$ cat src/rtl/lsu_mem_initiator.sv
// Load/store initiator between the core memory stage and data_mem_top.
// Define LSU_MISALIGN_SPLIT_EN to split word-crossing accesses into two beats; otherwise they return an error.
module lsu_mem_initiator #(
  parameter int TIMEOUT_CYCLES = 15
) (
  input  logic        clk,
  input  logic        rst,
  input  logic        req_valid,
  output logic        req_ready,
  input  logic        req_we,
  input  logic [2:0]  req_fun3,
  input  logic [31:0] req_addr,
  input  logic [31:0] req_wdata,
  output logic        resp_valid,
  output logic        resp_err,
  output logic [31:0] resp_rdata,
  output logic        mem_request,
  output logic        mem_we_re,
  output logic        mem_load,
  output logic [3:0]  mem_mask,
  output logic [7:0]  mem_address,
  output logic [31:0] mem_wdata,
  input  logic [31:0] mem_rdata,
  input  logic        mem_valid
);
  localparam int CW = $clog2(TIMEOUT_CYCLES + 1);

  localparam logic [2:0] S_IDLE = 3'd0;
  localparam logic [2:0] S_RD   = 3'd1;
  localparam logic [2:0] S_RDW  = 3'd2;
  localparam logic [2:0] S_WR   = 3'd3;
  localparam logic [2:0] S_RESP = 3'd4;

  function automatic logic [3:0] f_bm(input logic [2:0] fun3);
    case (fun3[1:0])
      2'b00:   f_bm = 4'b0001;
      2'b01:   f_bm = 4'b0011;
      default: f_bm = 4'b1111;
    endcase
  endfunction

  function automatic logic f_legal(input logic we, input logic [2:0] fun3);
    case (fun3)
      3'b000, 3'b001, 3'b010: f_legal = 1'b1;
      3'b100, 3'b101:         f_legal = !we;
      default:                f_legal = 1'b0;
    endcase
  endfunction

  function automatic logic f_cross(input logic [2:0] fun3, input logic [1:0] off);
    case (fun3[1:0])
      2'b00:   f_cross = 1'b0;
      2'b01:   f_cross = (off == 2'd3);
      default: f_cross = (off != 2'd0);
    endcase
  endfunction

  logic [2:0]    r_state;
  logic          r_we;
  logic [2:0]    r_fun3;
  logic [1:0]    r_off;
  logic [7:0]    r_wa;
  logic [31:0]   r_wdata;
  logic          r_err;
  logic [31:0]   r_lo;
  logic [CW-1:0] r_cnt;

  logic          w_beat;
  logic          w_more;
  logic          w_req_err;
  logic [3:0]    w_bm;
  logic [7:0]    w_m0;
  logic [7:0]    w_addr;
  logic [3:0]    w_mask;
  logic [31:0]   w_wdat;
  logic [63:0]   w_cat;
  logic [31:0]   w_word;
  logic [31:0]   w_ext;
  logic          w_unused;

  assign w_unused = ^req_addr[31:10];

`ifdef LSU_MISALIGN_SPLIT_EN
  logic        r_beat;
  logic [31:0] r_hi;
  assign w_beat    = r_beat;
  assign w_more    = !r_beat && f_cross(r_fun3, r_off);
  assign w_req_err = !f_legal(req_we, req_fun3);
  assign w_cat     = {r_hi, r_lo};
`else
  assign w_beat    = 1'b0;
  assign w_more    = 1'b0;
  assign w_req_err = !f_legal(req_we, req_fun3) || f_cross(req_fun3, req_addr[1:0]);
  assign w_cat     = {32'h0000_0000, r_lo};
`endif

  // Beat 1 carries the bytes that spill past the word boundary into the next word.
  assign w_bm   = f_bm(r_fun3);
  assign w_m0   = {4'b0000, w_bm} << r_off;
  assign w_addr = w_beat ? (r_wa + 8'd1) : r_wa;
  assign w_mask = w_beat ? (w_bm >> (3'd4 - {1'b0, r_off})) : w_m0[3:0];
  assign w_wdat = w_beat ? (r_wdata >> (6'd32 - {1'b0, r_off, 3'b000})) : (r_wdata << {r_off, 3'b000});
  assign w_word = 32'(w_cat >> {r_off, 3'b000});

  // Size truncation and sign/zero extension of the realigned load word.
  always_comb begin
    w_ext = 32'h0000_0000;
    case (r_fun3)
      3'b000:  w_ext = {{24{w_word[7]}}, w_word[7:0]};
      3'b001:  w_ext = {{16{w_word[15]}}, w_word[15:0]};
      3'b010:  w_ext = w_word;
      3'b100:  w_ext = {24'h00_0000, w_word[7:0]};
      3'b101:  w_ext = {16'h0000, w_word[15:0]};
      default: w_ext = 32'h0000_0000;
    endcase
  end

  // Output decode from the registered state; everything is zero outside the active states.
  always_comb begin
    req_ready   = (r_state == S_IDLE);
    resp_valid  = 1'b0;
    resp_err    = 1'b0;
    resp_rdata  = 32'h0000_0000;
    mem_request = 1'b0;
    mem_we_re   = 1'b0;
    mem_load    = 1'b0;
    mem_mask    = 4'b0000;
    mem_address = 8'h00;
    mem_wdata   = 32'h0000_0000;
    case (r_state)
      S_RD: begin
        mem_request = 1'b1;
        mem_load    = 1'b1;
        mem_mask    = w_mask;
        mem_address = w_addr;
      end
      S_RDW: begin
        mem_request = 1'b1;
        mem_mask    = w_mask;
        mem_address = w_addr;
      end
      S_WR: begin
        mem_request = 1'b1;
        mem_we_re   = 1'b1;
        mem_mask    = w_mask;
        mem_address = w_addr;
        mem_wdata   = w_wdat;
      end
      S_RESP: begin
        resp_valid = 1'b1;
        resp_err   = r_err;
        if (!r_err && !r_we) begin
          resp_rdata = w_ext;
        end else begin
          resp_rdata = 32'h0000_0000;
        end
      end
      default: begin
        mem_request = 1'b0;
      end
    endcase
  end

  // Request latch, beat sequencing, read capture and timeout counting.
  always_ff @(posedge clk or negedge rst) begin
    if (!rst) begin
      r_state <= S_IDLE;
      r_we    <= 1'b0;
      r_fun3  <= 3'b000;
      r_off   <= 2'b00;
      r_wa    <= 8'h00;
      r_wdata <= 32'h0000_0000;
      r_err   <= 1'b0;
      r_lo    <= 32'h0000_0000;
      r_cnt   <= '0;
`ifdef LSU_MISALIGN_SPLIT_EN
      r_beat  <= 1'b0;
      r_hi    <= 32'h0000_0000;
`endif
    end else begin
      case (r_state)
        S_IDLE: begin
          if (req_valid) begin
            r_we    <= req_we;
            r_fun3  <= req_fun3;
            r_off   <= req_addr[1:0];
            r_wa    <= req_addr[9:2];
            r_wdata <= req_wdata;
            r_err   <= w_req_err;
            r_lo    <= 32'h0000_0000;
            r_cnt   <= '0;
`ifdef LSU_MISALIGN_SPLIT_EN
            r_beat  <= 1'b0;
            r_hi    <= 32'h0000_0000;
`endif
            if (w_req_err) r_state <= S_RESP;
            else if (req_we) r_state <= S_WR;
            else r_state <= S_RD;
          end
        end
        S_RD: begin
          r_cnt   <= '0;
          r_state <= S_RDW;
        end
        S_RDW: begin
          if (mem_valid) begin
`ifdef LSU_MISALIGN_SPLIT_EN
            if (r_beat) r_hi <= mem_rdata;
            else r_lo <= mem_rdata;
            if (w_more) r_beat <= 1'b1;
`else
            r_lo <= mem_rdata;
`endif
            r_state <= w_more ? S_RD : S_RESP;
          end else if (r_cnt == CW'(TIMEOUT_CYCLES - 1)) begin
            r_err   <= 1'b1;
            r_state <= S_RESP;
          end else begin
            r_cnt <= r_cnt + CW'(1);
          end
        end
        S_WR: begin
`ifdef LSU_MISALIGN_SPLIT_EN
          if (w_more) r_beat <= 1'b1;
`endif
          r_state <= w_more ? S_WR : S_RESP;
        end
        S_RESP: r_state <= S_IDLE;
        default: r_state <= S_IDLE;
      endcase
    end
  end
endmodule

$ cat config.mk
export PLATFORM = sky130hd
export DESIGN_NAME = lsu_mem_initiator
export DESIGN_NICKNAME = d
export VERILOG_FILES = /design/src/rtl/lsu_mem_initiator.sv
export SDC_FILE = /design/constraint.sdc
export NUM_CORES = 1
export LEC_CHECK = 0
export ABC_CLOCK_PERIOD_IN_PS = 2300
export CORE_ASPECT_RATIO = 1.4
export CORE_MARGIN = 4
export CORE_UTILIZATION = 55
export DETAILED_ROUTE_END_ITERATION = 12
export DONT_BUFFER_PORTS = 1
export PLACE_DENSITY = 0.69
export SYNTH_ARGS = -nofsm -noshare
export SYNTH_HDL_FRONTEND = slang
export SYNTH_SLANG_ARGS = --single-unit
$ cat constraint.sdc
create_clock -name clk -period 2.3 [get_ports clk]
set_input_delay 0.46 -clock clk [delete_from_list [all_inputs] [get_ports clk]]
set_output_delay 0.46 -clock clk [all_outputs]
set_load 0.01 [all_outputs]
# Yosys cells after proc, flatten, opt, wreduce, memory -nomap -nowiden

Cells that the tools add are included.
Widths: inputs -> output; s select.

Register bits after elaboration: 86
Input port bits: 104
Output and inout port bits: 82
Logic and storage cells: 88

Add/sub/neg operators: 1
Equality and inequality tests: 22
Shift operators: 3
Muxes and demuxes: 31
Reductions and logical operators: 22

Operators with widths:

| operator            | count |
|---|---|
| $mux 32             | 5 |
| $pmux 32 s5         | 1 |
| $pmux 32 s2         | 1 |
| $shl 32x5->32       | 1 |
| $shr 32x5->32       | 1 |
| $mux 4              | 4 |
| $eq 3x3->1 const B  | 5 |
| $eq 3x2->1 const B  | 4 |
| $mux 3              | 4 |
| $pmux 3 s4          | 1 |
| $pmux 4 s3          | 1 |
| $ne 2x2->1 const B  | 5 |
| $eq 3x1->1 const B  | 3 |
| $logic_not 3->1     | 3 |
| $mux 1              | 8 |
| $mux 8              | 1 |
| $pmux 4 s2          | 1 |
| $reduce_and 4->1    | 2 |
| $pmux 1 s2          | 3 |
| $reduce_or 3->1     | 2 |
| $add 4x1->4 const B | 1 |
| $eq 2x1->1 const B  | 2 |
| $eq 4x4->1 const B  | 1 |
| $logic_not 1->1     | 4 |
| 12 further kinds    | 15 |

# Longest topological paths before layout

Gate-level depths: netlist (run 1).

Depth in word-level cells: 8
Mapped depth: 6
Gate-level depth less buffers: 6

# Least setup slack after synthesis (run 1)

OpenSTA, ideal clock, no wires.

Path type: reg2out
Start point: register r_state[1]
End point: output port resp_rdata[22]
Data arrival time: 2.015 ns
Data required time: 1.840 ns
Slack: -0.175 ns
Stages on the path, launching flop included: 6
Path buffers: 1
Path through: dfrtp_1 -> or3b_1 -> or4_1 -> a2111o_1 -> buf_6 -> o21ai_0

Longest elaborated chain between the ends: 2

RTL lines:

| what                   | RTL line | text |
|---|---|---|
| start, declared        | 58       | `logic [2:0] r_state;` |
| start signal, assigned | 214      | `r_state <= w_more ? S_RD : S_RESP;` |
| start signal, assigned | 226      | `r_state <= w_more ? S_WR : S_RESP;` |
| $eq 3x3->1             | 130      | `case (r_state)` |
| $mux 32                | 130      |  |
| end, declared          | 16       | `output logic [31:0] resp_rdata,` |

Every way passes these cells.

# Final worst setup path (run 1)

Start point: register r_state[1]
End point: output port resp_rdata[20]

Same word-level chain as after synthesis.

==> impl.org, run 1 <==
** Floorplan
- Initial Utilization :: 0.5637
- The floorplan has 40 rows.
- Die width :: 87.16 um
- For this design the top-level I/O count stands at 186.
- The die covers 10,360 um^2.
- Vertical die dimension :: 118.8 um
- The total area inside the core boundary comes to 8558 um^2.

** Yosys
- The commonest cells after synthesis are nand2_1, dfrtp_1, mux2_2, o21ai_0, nor2_1.
- The number of nets handed over by synthesis was 627.
- By area the synthesized netlist is led by dfrtp_1, mux2_2, nand2_1, mux2i_1, a211oi_1.
- The synthesized design contains 86 register bits.
- Library cell with the largest summed area after synthesis :: dfrtp_1
- The mapped netlist covers 4825 um^2.
- During synthesis, Yosys emitted a total of 0 warnings.
- The average instance in the mapped netlist occupies 9.260 um^2.
- Post-synthesis sequential area ratio :: 0.4461
- The share of synthesized area in the top cell type comes to 0.4461.
- Cell variety after synth :: 42
- Cell with the most instances after synthesis :: nand2_1
- In the synthesized netlist the async set-or-reset flop fraction comes to 1.000.
- In the synthesized netlist the dominant register cell turns out to be dfrtp_1.
- Post-Syn Instances :: 521
- Yosys mapped a number of flops with a built-in enable equal to 0.

** STA
- Final Max Slew Viols :: 0
- The smallest clock period supported by the final layout is computed as 2657 ps.
- Max-Slew Margin vs Limit :: 0.6523
- Hold Fails Final Rpt :: 86
- Share of the clock period used by the worst path after layout :: 1.155
- For the pin with the worst max-slew slack, the measured transition is 517.6 ps.
- On the final layout, the worst clock skew is 4.734 ps.
- Total of endpoints with negative setup slack in the final report :: 31
- Min setup slack post-route :: -356.6 ps
- Final hold slack :: -173.6 ps
- RSZ-0062 raised after global routing :: yes
- Static timing analysis puts the maximum clock frequency at 376.4 MHz.

** Setup path
- Measured in cells, the most critical reg-to-reg path has a length of 5.
- By startpoint and endpoint, the worst setup path is classified as reg -> out.
- Required time at the endpoint of the critical path :: 1840 ps
- Critical-path maximum fanout :: 16
- Data on the critical path arrives at its endpoint at 2200 ps.
- STA classifies the critical path endpoint as a primary output.
- The worst setup path is launched from a flop.
- The worst register-to-register path begins at r_state[1].
- Worst R2R End :: r_fun3[2]
- For flop-to-flop paths, the worst setup slack is 390 ps.

** Clock network
- TritonCTS built the clock tree.
- Number of clock buffers inserted by TritonCTS :: 9
- Worst-skew pair later-pin latency :: 330 ps
- Clock sink total :: 86
- The tree is rooted in a clkbuf_16.
- Htree depth :: 3
- Maximum clock path buffer count :: 2
- Worst-path clk slew :: 60 ps

** Placement
- Input and output buffers added on the ports amount to 0.
- HPWL reported at the end of detailed placement :: 8.931 mm
- The congestion estimate from routability-driven global placement came to 0.8669.
- In this run, placement finished with an instance count of 626.

** Drt
- Wires add up to 12.41 mm.
- Initial DRT Pass Iterations :: 4
- Vias per std cell :: 5.986
- Total via count in the routed design :: 3,885
- Total DRC errors in the routed layout :: 0
- In the final routed layout, each cell accounts on average for 19.12 um.
- DR iter-0 viols :: 91
- Remaining antenna violation count after routing :: 0

** Cells and area
- Of the cells placed in the final design, the portion with a size suffix greater than 1 is 0.2923.
- Counting the fill cells in the layout gives 695.
- After the flow finishes, the layout carries non-filler instances totaling 649.
- The final layout contains 646 nets.
- 0 antenna diodes ended up in the layout.
- Relative to the synthesized area, the layout overhead comes to 18.85%.

** Run status
- Outcome :: finished with violations
- The final reports fail on hold timing, setup timing.

** GRT
- The number of global-route vias before repair came to 3,927.
- Final global-route overflow total :: 0
- Antenna violations before repair :: 0
- Entering global routing, the biggest net connects 87 pins.
- Global-route usage over all layers :: 0.2409
- Wire length of the first global-routing pass :: 19.69 mm

** Power and ir drop
- In this run the static leakage power is 0.002361 uW.
- After layout, the design draws a total of 7252 uW.
- Power spread over the standard cell area amounts to 1265 nW/um^2.
- Largest voltage drop on the vdd net :: 788.2 uV

** Min path
- Hold WC Path Type :: in -> async

** Run
- Max cap viols :: 0
==> critical path, stage by stage, from the launching register on <==
cell	delay, ps
dfrtp_1	370
or3b_4	400
or4_1	480
a2111o_1	310
buf_6	190
o21ai_2	110
==> sequential cells by signal, summed over array words and instances, names as in the netlist <==
name and cells:
r_err 1, r_off 2, r_lo 32, r_wa 8, r_fun3 3, r_state 3, r_wdata 32, r_cnt 4
r_we 1
==> timing repair <==
item / 4_1_cts / 5_1_grt
hold endpoints to repair: 86 / 86
setup buffers: 4 / 3
endpoints found under the setup margin: 40 / 50
gates cloned: 1 / 0
pin swaps: 6 / 4
gates resized for setup: 51 / 20
==> how the worst max path moves through the flow <==
stage,startpoint,to,slack [ps],cells past startpoint
CTS,r_state[1],resp_rdata[20],-370,5
detailed placement,r_state[1],resp_rdata[20],-80,5
floorplan,r_state[1],resp_rdata[24],-20,5
global route,r_state[1],resp_rdata[20],-420,5
finish,r_state[1],resp_rdata[20],-360,5
global placement,r_state[1],resp_rdata[21],-60,5
==> layout make-up <==
class	count	area (um^2)	area share
Clock buffer	14	264.0	0.04604
Clock inverter	1	5.005	0.0008728
Inverter	8	33.78	0.005891
Multi-Input combinational cell	390	2744	0.4785
Sequential cell	86	2155	0.3757
Tap cell	105	131.4	0.02291
Timing Repair Buffer	45	401.6	0.07004
==> where the power goes <==
group	total (uW)	leakage, uW	switching, uW	internal [uW]
registers	2660	0.00108	519	2140
logic	3280	0.00114	1830	1460
clock network	1310	0.000133	528	784
==> per-stage QoR <==
step	cell area, um^2	worst slack (ps)	setup TNS (ps)	utilization
6_report	5734	-356.6	-6771	0.6700
5_1_grt	5734	-416.8	-8599	0.6700
4_1_cts	5622	-369.4	-7280	0.6569
3_5_place_dp	5142	-77.98	-468.8	0.6009
3_3_place_gp	5142	-59.39	-419.8	0.6009
2_1_floorplan	4835	-20.04	-160.3	-
==> cell usage in the layout, fill, tap and decap left out, types with 2 or more instances in the layout <==
cell and count:
o2bb2ai_1 6, nor2_4 3, mux2i_1 31, a211o_1 2, inv_1 7, nand3b_1 2
clkbuf_8 2, a211oi_1 22, a211oi_4 2, a21oi_2 5, buf_4 36, clkbuf_1 3
clkbuf_16 9, nor2b_1 16, and2_1 15, nand2_1 84, dfrtp_2 2, nor4_1 2
o21ai_2 8, mux2_2 46, ha_1 2, buf_12 3, a31oi_1 2, a21oi_1 11
nor3_1 9, nand2b_1 3, nor2_1 30, a211oi_2 9, o21ai_0 40, mux2_4 2
or2_2 2, nand2_2 9, a21oi_4 4, buf_6 5, dfrtp_1 84
==> logic make-up (layout without fill, tap and decap cells) <==
| group | Yosys count | after routing | synth area share |
|---|---|---|---|
| compound gates | 119 | 119 | 0.1522 |
| mux | 80 | 80 | 0.1784 |
| simple gates | 189 | 189 | 0.1805 |
| buf+inv | 45 | 68 | 0.03760 |
| flops | 86 | 86 | 0.4461 |
| fa+ha+maj | 2 | 2 | 0.005186 |
==> layer usage <==
layer	wire (um)	share of wire	vias up	GRT usage
met5	0	0	-	0
met4	312	0.025	0	0.09405
met3	900	0.073	22	0.06436
met2	6252	0.50	143	0.3988
met1	4942	0.40	1850	0.2960
li1	-	-	1870	-
No activity file was read; power rests on OpenSTA's default activity.
==> run 2, diff against run 1 <==
--- a/config.mk
+++ b/config.mk
@@ -7,11 +7,12 @@
 export LEC_CHECK = 0
 export ABC_CLOCK_PERIOD_IN_PS = 2300
 export CORE_ASPECT_RATIO = 1.4
-export CORE_MARGIN = 4
+export CORE_MARGIN = 5
 export CORE_UTILIZATION = 55
 export DETAILED_ROUTE_END_ITERATION = 12
 export DONT_BUFFER_PORTS = 1
 export PLACE_DENSITY = 0.69
+export RECOVER_POWER = 100
 export SYNTH_ARGS = -nofsm -noshare
 export SYNTH_HDL_FRONTEND = slang
 export SYNTH_SLANG_ARGS = --single-unit
==> run 2 against run 1 <==
  * The flow still finishes with violations (hold timing, setup timing)
  * Sequential cell count is the same
  * Design area increased by 0.94%
  * Combinational power decreased by 2%
  * Hold slack got worse by 8.2 ps
  * Clock power is 11% higher
  * First-iteration DRC count grew 120%
  * Core utilization increased by 0.63 points
  * Power up 1.6%
  * Clock-buffer cell count shrank 1
  * Wire length is 3.9% higher
  * Critical endpoint is now resp_rdata[24]
  * Largest cell class unchanged
  * Largest power group unchanged
==> impl.org, run 2 (synthesis gave the netlist of run 1 again) <==
** Power and ir drop
- Clock power share :: 0.198
- For this design the static power due to leakage is 0.002381 uW.
- Dividing total power by cell area gives a power density of 1273 nW/um^2.
- Of the total power, the share spent switching nets is 0.3965.
- For this design the total switching power over the nets is 2923 uW.
- The internal portion of the total power is 4448 uW.
- Proportion of power drawn by combinational gates :: 0.439
- Sequential fraction of design power :: 0.364
- Largest voltage drop on the vdd net :: 797.4 uV

** GRT
- Summed over all layers, the global routing overflow is 0.
- The number of antenna violations at the first check in global routing was 0.
- The first global-routing pass estimated 20.20 mm of wire.
- The number of global-route vias before repair came to 4,053.
- Entering global routing, the biggest net connects 87 pins.
- For this run, the total global-route usage over all layers was measured as 0.2396.

** STA
- For the pin with the worst max-slew slack, the measured transition is 773.3 ps.
- Post-layout min period :: 2711 ps
- Total of endpoints with negative setup slack in the final report :: 55
- Share of the clock period used by the worst path after layout :: 1.179
- After routing, the total negative slack on setup checks comes to -10,970 ps.
- The final-report max-slew violation count is 0.
- Across all setup checks in the final design, the least slack found is -411.1 ps.
- RSZ-0062 raised after global routing :: yes
- Across all hold checks on the routed design, the worst slack comes to -181.8 ps.
- Skew final :: 5.967 ps
- Max-Slew Margin vs Limit :: 0.4845
- Hold Fails Final Rpt :: 86
- Maximum clock rate :: 368.9 MHz

** Run
- Max cap viols :: 0

** Run status
- The flow ran to the end, but the final reports show violations.
- The final reports fail on hold timing, setup timing.

** Placement
- Worst slack, placed :: -116.8 ps
- At the end of routability-driven placement, the weighted congestion stood at 0.8599.
- After detailed placement, the design holds a cell count of 626.
- Placement Cell Area :: 5142 um^2
- Input and output buffers added on the ports amount to 0.
- HPWL reported at the end of detailed placement :: 9.066 mm

** Drt
- In this run, the number of DRC markers left after iteration 0 of detailed routing was 203.
- After detailed routing, the total wire length is 12.90 mm.
- After detailed routing, the number of vias per cell comes to 5.982.
- Total DRC errors in the routed layout :: 0
- Summing over every cut layer, the via total after detailed routing is 3,900.
- Initial DRT Pass Iterations :: 5
- After detailed routing, the average wire length per cell comes to 19.78 um.
- The detail route stage leaves a number of antenna-violating nets equal to 0.

** Setup path
- Arrival time worst endpoint :: 2250 ps
- Required time at the endpoint of the critical path :: 1840 ps
- Crit path launch type :: flop
- The most critical setup path has its startpoint at r_state[1].
- Worst R2R End :: r_lo[16]
- Number of cells on the worst reg-to-reg path :: 7
- Along the worst path, the maximum fanout reaches 12.
- Setup crit end kind :: primary output
- On the worst path, the slowest cell contributes a delay of 490 ps.
- Cells along the critical path :: or3b_4 -> or4_4 -> a2111o_1 -> buf_6 -> nand2_1
- In this run the critical register-to-register path is launched from r_state[0].
- Across all register-to-register paths, the minimum setup slack is 0 ps.
- The worst setup path is of the reg -> out kind.
- Worst path slowest cell :: or4_4

** Clock network
- The number of clock buffers added by TritonCTS is 9.
- Htree depth :: 3
- Clock sink total :: 86
- The longest clock path from root to sink contains 2 buffers.
- Worst-skew pair later-pin latency :: 330 ps
- Clock tree synthesis selected as its root buffer the cell clkbuf_16.
- CTS tree :: yes
- Worst-path clk slew :: 60 ps

** Cells and area
- Leaving out fill and tap cells, the most frequent cell in the layout is nand2_1.
- Commonest cells after routing, fill and taps aside :: nand2_1, dfrtp_1, mux2_2, o21ai_0
- Area Overhead vs Synth :: 19.97%
- Summing all non-filler instances in the final layout gives an area of 5788 um^2.
- Leaving out filler cells and counting taps, the final layout contains 652.
- The number of antenna diodes in the final layout is 0.
- Layout filler cell count :: 707
- The largest registers in the layout are r_lo: 32 flops, r_wdata: 32 flops, r_wa: 8 flops.
- Number of nets in the layout :: 648
- In the final layout, the share of cells above drive strength 1 is 0.2907.

** Floorplan
- Vertical die dimension :: 120.8 um
- During I/O placement, the number of pins put on the boundary was 186.
- Placeable core region :: 8558 um^2
- In this run the horizontal extent of the chip is 89.16 um.
- Area of the die :: 10,770 um^2
- Row cnt :: 40
- Initial Utilization :: 0.5637

** Min path
- The worst hold path belongs to the class in -> async.
## run 2: area by class of cell
class / count / area [um^2] / share of cell area
clock buffers: 13 / 260.3 / 0.04496
flip-flops and latches: 86 / 2155 / 0.3722
inverters: 8 / 33.78 / 0.005837
well taps: 105 / 131.4 / 0.02270
clock inverters: 3 / 42.54 / 0.007350
repair buffers: 46 / 392.9 / 0.06788
multi-input cells: 390 / 2768 / 0.4782
repair inverters: 1 / 5.005 / 0.0008647
## run 2: power groups by stage
| stage | logic (uW) | registers (uW) | clock network [uW] |
|---|---|---|---|
| 4_1_cts | 3170 | 2670 | 1500 |
| 5_1_grt | 3530 | 2770 | 1570 |
| 6_report | 3230 | 2680 | 1460 |
| 2_1_floorplan | 2410 | 2460 | 0 |
| 3_5_place_dp | 2980 | 2680 | 0 |
| 3_3_place_gp | 2910 | 2640 | 0 |
## run 2: critical path: cells and delay by family (launching register included)
kind | cells | cell delay, ps
AND/OR/NAND/NOR | 3 | 1010
flip-flops | 1 | 380
AO/OA/AOI/OAI | 1 | 350
buffers and inverters | 1 | 180
## run 2: repair_timing
action                     4_1_cts  5_1_grt
gates resized for setup         57       16
hold endpoints to repair        86       86
setup buffers                    5        3
pin swaps                        5        6
setup endpoints to repair       41       52
gates cloned                     1        1
## run 2: worst max path at each step
stage                                 to  cells after the start
after global placement    resp_rdata[20]                      5
after detailed placement  resp_rdata[20]                      5
after global routing      resp_rdata[24]                      5
final                     resp_rdata[24]                      5
after floorplan           resp_rdata[24]                      5
after CTS                 resp_rdata[31]                      5
## run 2: per-stage QoR
step / total power [uW] / utilization / hold slack (ps)
after floorplan: 4867 / - / 164.4
after global placement: 5544 / 0.6009 / 166.5
after detailed placement: 5661 / 0.6009 / 166.5
after CTS: 7339 / 0.6654 / -193.5
after global routing: 7870 / 0.6763 / -199.1
final: 7370 / 0.6763 / -181.8
## run 2: metal layers
metal	routed length, um	global-route usage	vias up
li1	-	-	1865
met1	5090	0.2935	1872
met2	6534	0.3981	142
met3	977	0.05181	21
met4	295	0.1043	0
met5	0	0	-
==> run 3, diff against run 2 <==
--- a/config.mk
+++ b/config.mk
@@ -6,7 +6,6 @@
 export NUM_CORES = 1
 export LEC_CHECK = 0
 export ABC_CLOCK_PERIOD_IN_PS = 2300
-export CORE_ASPECT_RATIO = 1.4
 export CORE_MARGIN = 5
 export CORE_UTILIZATION = 55
 export DETAILED_ROUTE_END_ITERATION = 12
==> run 3 against run 2 <==
  * The flow still finishes with violations (hold timing, setup timing)
  * Global-route usage is essentially flat
  * Non-clock buffer count increased by 10
  * Largest power group unchanged
  * Largest cell class unchanged
  * Via count increased by 3.1%
  * Design area rose by 1.3%
  * Clock power down 17%
  * Clock-buffer cell count shrank 2
  * Highest routed layer unchanged
==> impl.org, run 3 (synthesis gave the netlist of run 1 again) <==
** Drt
- For this block, the routed nets add up to 13.49 mm of wire.
- Across all layers, the routed design uses 4,021 vias.
- Initial DRT Pass Iterations :: 4
- DR iter-0 viols :: 179
- Remaining antenna violation count after routing :: 0
- Total DRC errors in the routed layout :: 0
- Using the TritonRoute via totals, the vias-per-cell ratio works out to 6.047.
- Average detailed-routed wire length per instance :: 20.29 um

** Placement
- Placed instance count :: 638
- Final Wtd Congestion :: 0.8987
- HPWL reported at the end of detailed placement :: 9.281 mm
- Input and output buffers added on the ports amount to 0.
- Placement Cell Area :: 5214 um^2
- Prior to clock tree synthesis, the placed netlist has a worst setup slack of -73.80 ps.

** Power and ir drop
- Of the total power, combinational logic draws 0.470.
- Internal Power :: 4349 uW
- Clock power share :: 0.163
- PD cells :: 1267 nW/um^2
- The worst-case IR drop observed on VDD is 771.3 uV.
- Of the total power, the share spent switching nets is 0.4144.
- For this design the total switching power over the nets is 3077 uW.
- The share of total power dissipated in sequential elements is 0.368.
- Leakage component of the power :: 0.002412 uW

** GRT
- Final global-route overflow total :: 0
- Antenna violations before repair :: 0
- Vias in the first global route :: 3,969
- Largest net degree at the start of global routing :: 87
- Global-route usage over all layers :: 0.2391
- Wire length of the first global-routing pass :: 21.35 mm

** Setup path
- Across all register-to-register paths, the minimum setup slack is 180 ps.
- Number of cells on the worst reg-to-reg path :: 6
- The worst setup path is of the reg -> out kind.
- STA classifies the critical path endpoint as a primary output.
- The endpoint identified for the worst register-to-register timing path is r_err.
- In this run the worst setup path begins at r_state[1].
- Slowest Stage Delay on Critical Path :: 490 ps
- In this run the worst path has a maximum fanout of 9.
- Origin of the critical flop-to-flop path :: r_state[2]
- The worst setup path is launched from a flop.
- Critical path capture point :: resp_rdata[23]
- Required time at the endpoint of the critical path :: 1840 ps
- The largest individual stage delay along the critical path comes from the cell or4_4.
- Arrival time worst endpoint :: 2250 ps
- Cells along the critical path :: or3b_4 -> or4_4 -> a2111o_1 -> buf_6 -> o21ai_2

** Cells and area
- Antenna diodes :: 0
- Once layout is complete, the utilization of the core stands at 0.6786.
- Layout filler cell count :: 661
- The finished cells cover 5861 um^2.
- Summing all multi-input logic gate instances after layout gives 2814 um^2.
- Across the whole layout, storage elements account for 2155 um^2.
- For this run, the number of standard cells in the final layout without fillers is 665.
- Relative to the synthesized area, the layout overhead comes to 21.47%.
- For this run, the post-layout net count is 658.
- In the layout the commonest cells are nand2_1, dfrtp_1, mux2_2, buf_4, o21ai_0.
- In the final layout, the registers with the most flip-flops are r_lo: 32 flops, r_wdata: 32 flops, r_wa: 8 flops.
- Of the cells placed in the final design, the portion with a size suffix greater than 1 is 0.3483.

** STA
- For the pin with the worst max-slew slack, the measured transition is 514.9 ps.
- Across the routed clock network, the largest skew measured is 8.445 ps.
- In this run the tightest slew margin relative to its limit is 0.6541.
- Setup total negative slack on the finished layout was measured at -8986 ps.
- Setup violations remaining at the end of the flow were counted as 32.
- The number of hold violations in the final report came to 86.
- Final hold slack :: -219.3 ps
- Setup repair after global routing could not meet its margin everywhere.
- The routed design could run at a clock period as short as 2710 ps.
- Final Max Slew Viols :: 0
- Of the available clock period, the critical path in the final layout requires 1.178.
- Based on the critical path, the design can be clocked at up to 369.0 MHz.
- Min setup slack post-route :: -410.4 ps

** Floorplan
- I/O pin count :: 186
- For this configuration, the core starts out at a cell density of 0.5587.
- The die covers 10,750 um^2.
- Measured along the y axis, the die boundary spans 103.7 um.
- Row cnt :: 34
- Die width :: 103.7 um
- The region available for standard cell placement spans 8636 um^2.

** Clock network
- The cell sitting at the root of the clock tree is a clkbuf_8.
- Worst-path clk slew :: 90 ps
- The clock drives 86 sinks.
- TritonCTS built the clock tree.
- Number of clock buffers inserted by TritonCTS :: 9
- Htree depth :: 3
- For the worst-skew pair, the clock arrives at the later sink with an insertion delay of 360 ps.
- The clock passes through at most 2 buffers.

** Min path
- Hold WC Path Type :: in -> async

** Run status
- The run finished, with violations left.
- Violated checks :: hold timing, setup timing

** Run
- Max cap viols :: 0
-- run 3: cell count changes in the layout (fill, tap and decap cells not counted), sizes merged --
cell	previous run	this run
buf	42	53
clkbuf	17	14
clkinv	1	3
clkinvlp	3	1
bufinv	1	2
o21ai	49	50
-- run 3: final cells by class --
class                      instances  area share
multi-input combinational        391      0.4801
sequential                        86      0.3676
timing repair buffer              56     0.08518
clock buffer                      11     0.02412
tap                              108     0.02306
clock inverter                     5     0.01409
inverter                           8    0.005764
-- run 3: critical path: cells and delay by family, from the launching register on --
kind / cells / cell delay [ps]
DFF: 1 / 390
and+or+nand+nor: 2 / 890
buffers and inverters: 1 / 170
AOI/OAI and AO/OA: 2 / 440
-- run 3: layer usage --
metal  vias to the layer above  global-route usage  wire length [um]
met5                         -                   0                 0
met4                         0             0.08511               259
met3                        20             0.07587              1225
met2                       164              0.3570              6344
met1                      1953              0.3280              5662
li1                       1884                   -                 -
-- run 3: worst min-delay path by stage --
stage,startpoint,to,slack [ps],cells after the start
floorplan,rst,r_cnt[0],160,0
global placement,rst,r_wdata[1],170,0
detailed placement,rst,r_wdata[1],170,0
CTS,rst,r_wdata[1],-230,0
global route,rst,r_wdata[12],-240,0
finish,rst,r_wdata[1],-220,0
-- run 3: through the flow --
step                total power, uW  hold slack (ps)
finish                         7426           -219.3
detailed placement             5692            166.5
CTS                            7013           -230.9
floorplan                      4867            164.4
global placement               5553            166.5
global route                   7901           -240.4
-- run 3: power groups by stage --
| stage | Sequential, uW | Clock, uW | Combinational, uW |
|---|---|---|---|
| 2_1_floorplan | 2460 | 0 | 2410 |
| 3_3_place_gp | 2640 | 0 | 2920 |
| 3_5_place_dp | 2700 | 0 | 3000 |
| 4_1_cts | 2680 | 1210 | 3120 |
| 5_1_grt | 2820 | 1290 | 3790 |
| 6_report | 2730 | 1210 | 3490 |
-- run 3: timing repair --
action	CTS	global route
endpoints found under the setup margin	49	65
pin swaps	1	13
hold endpoints to repair	86	86
buffers inserted	2	7
gates resized for setup	50	42
gates cloned	1	2
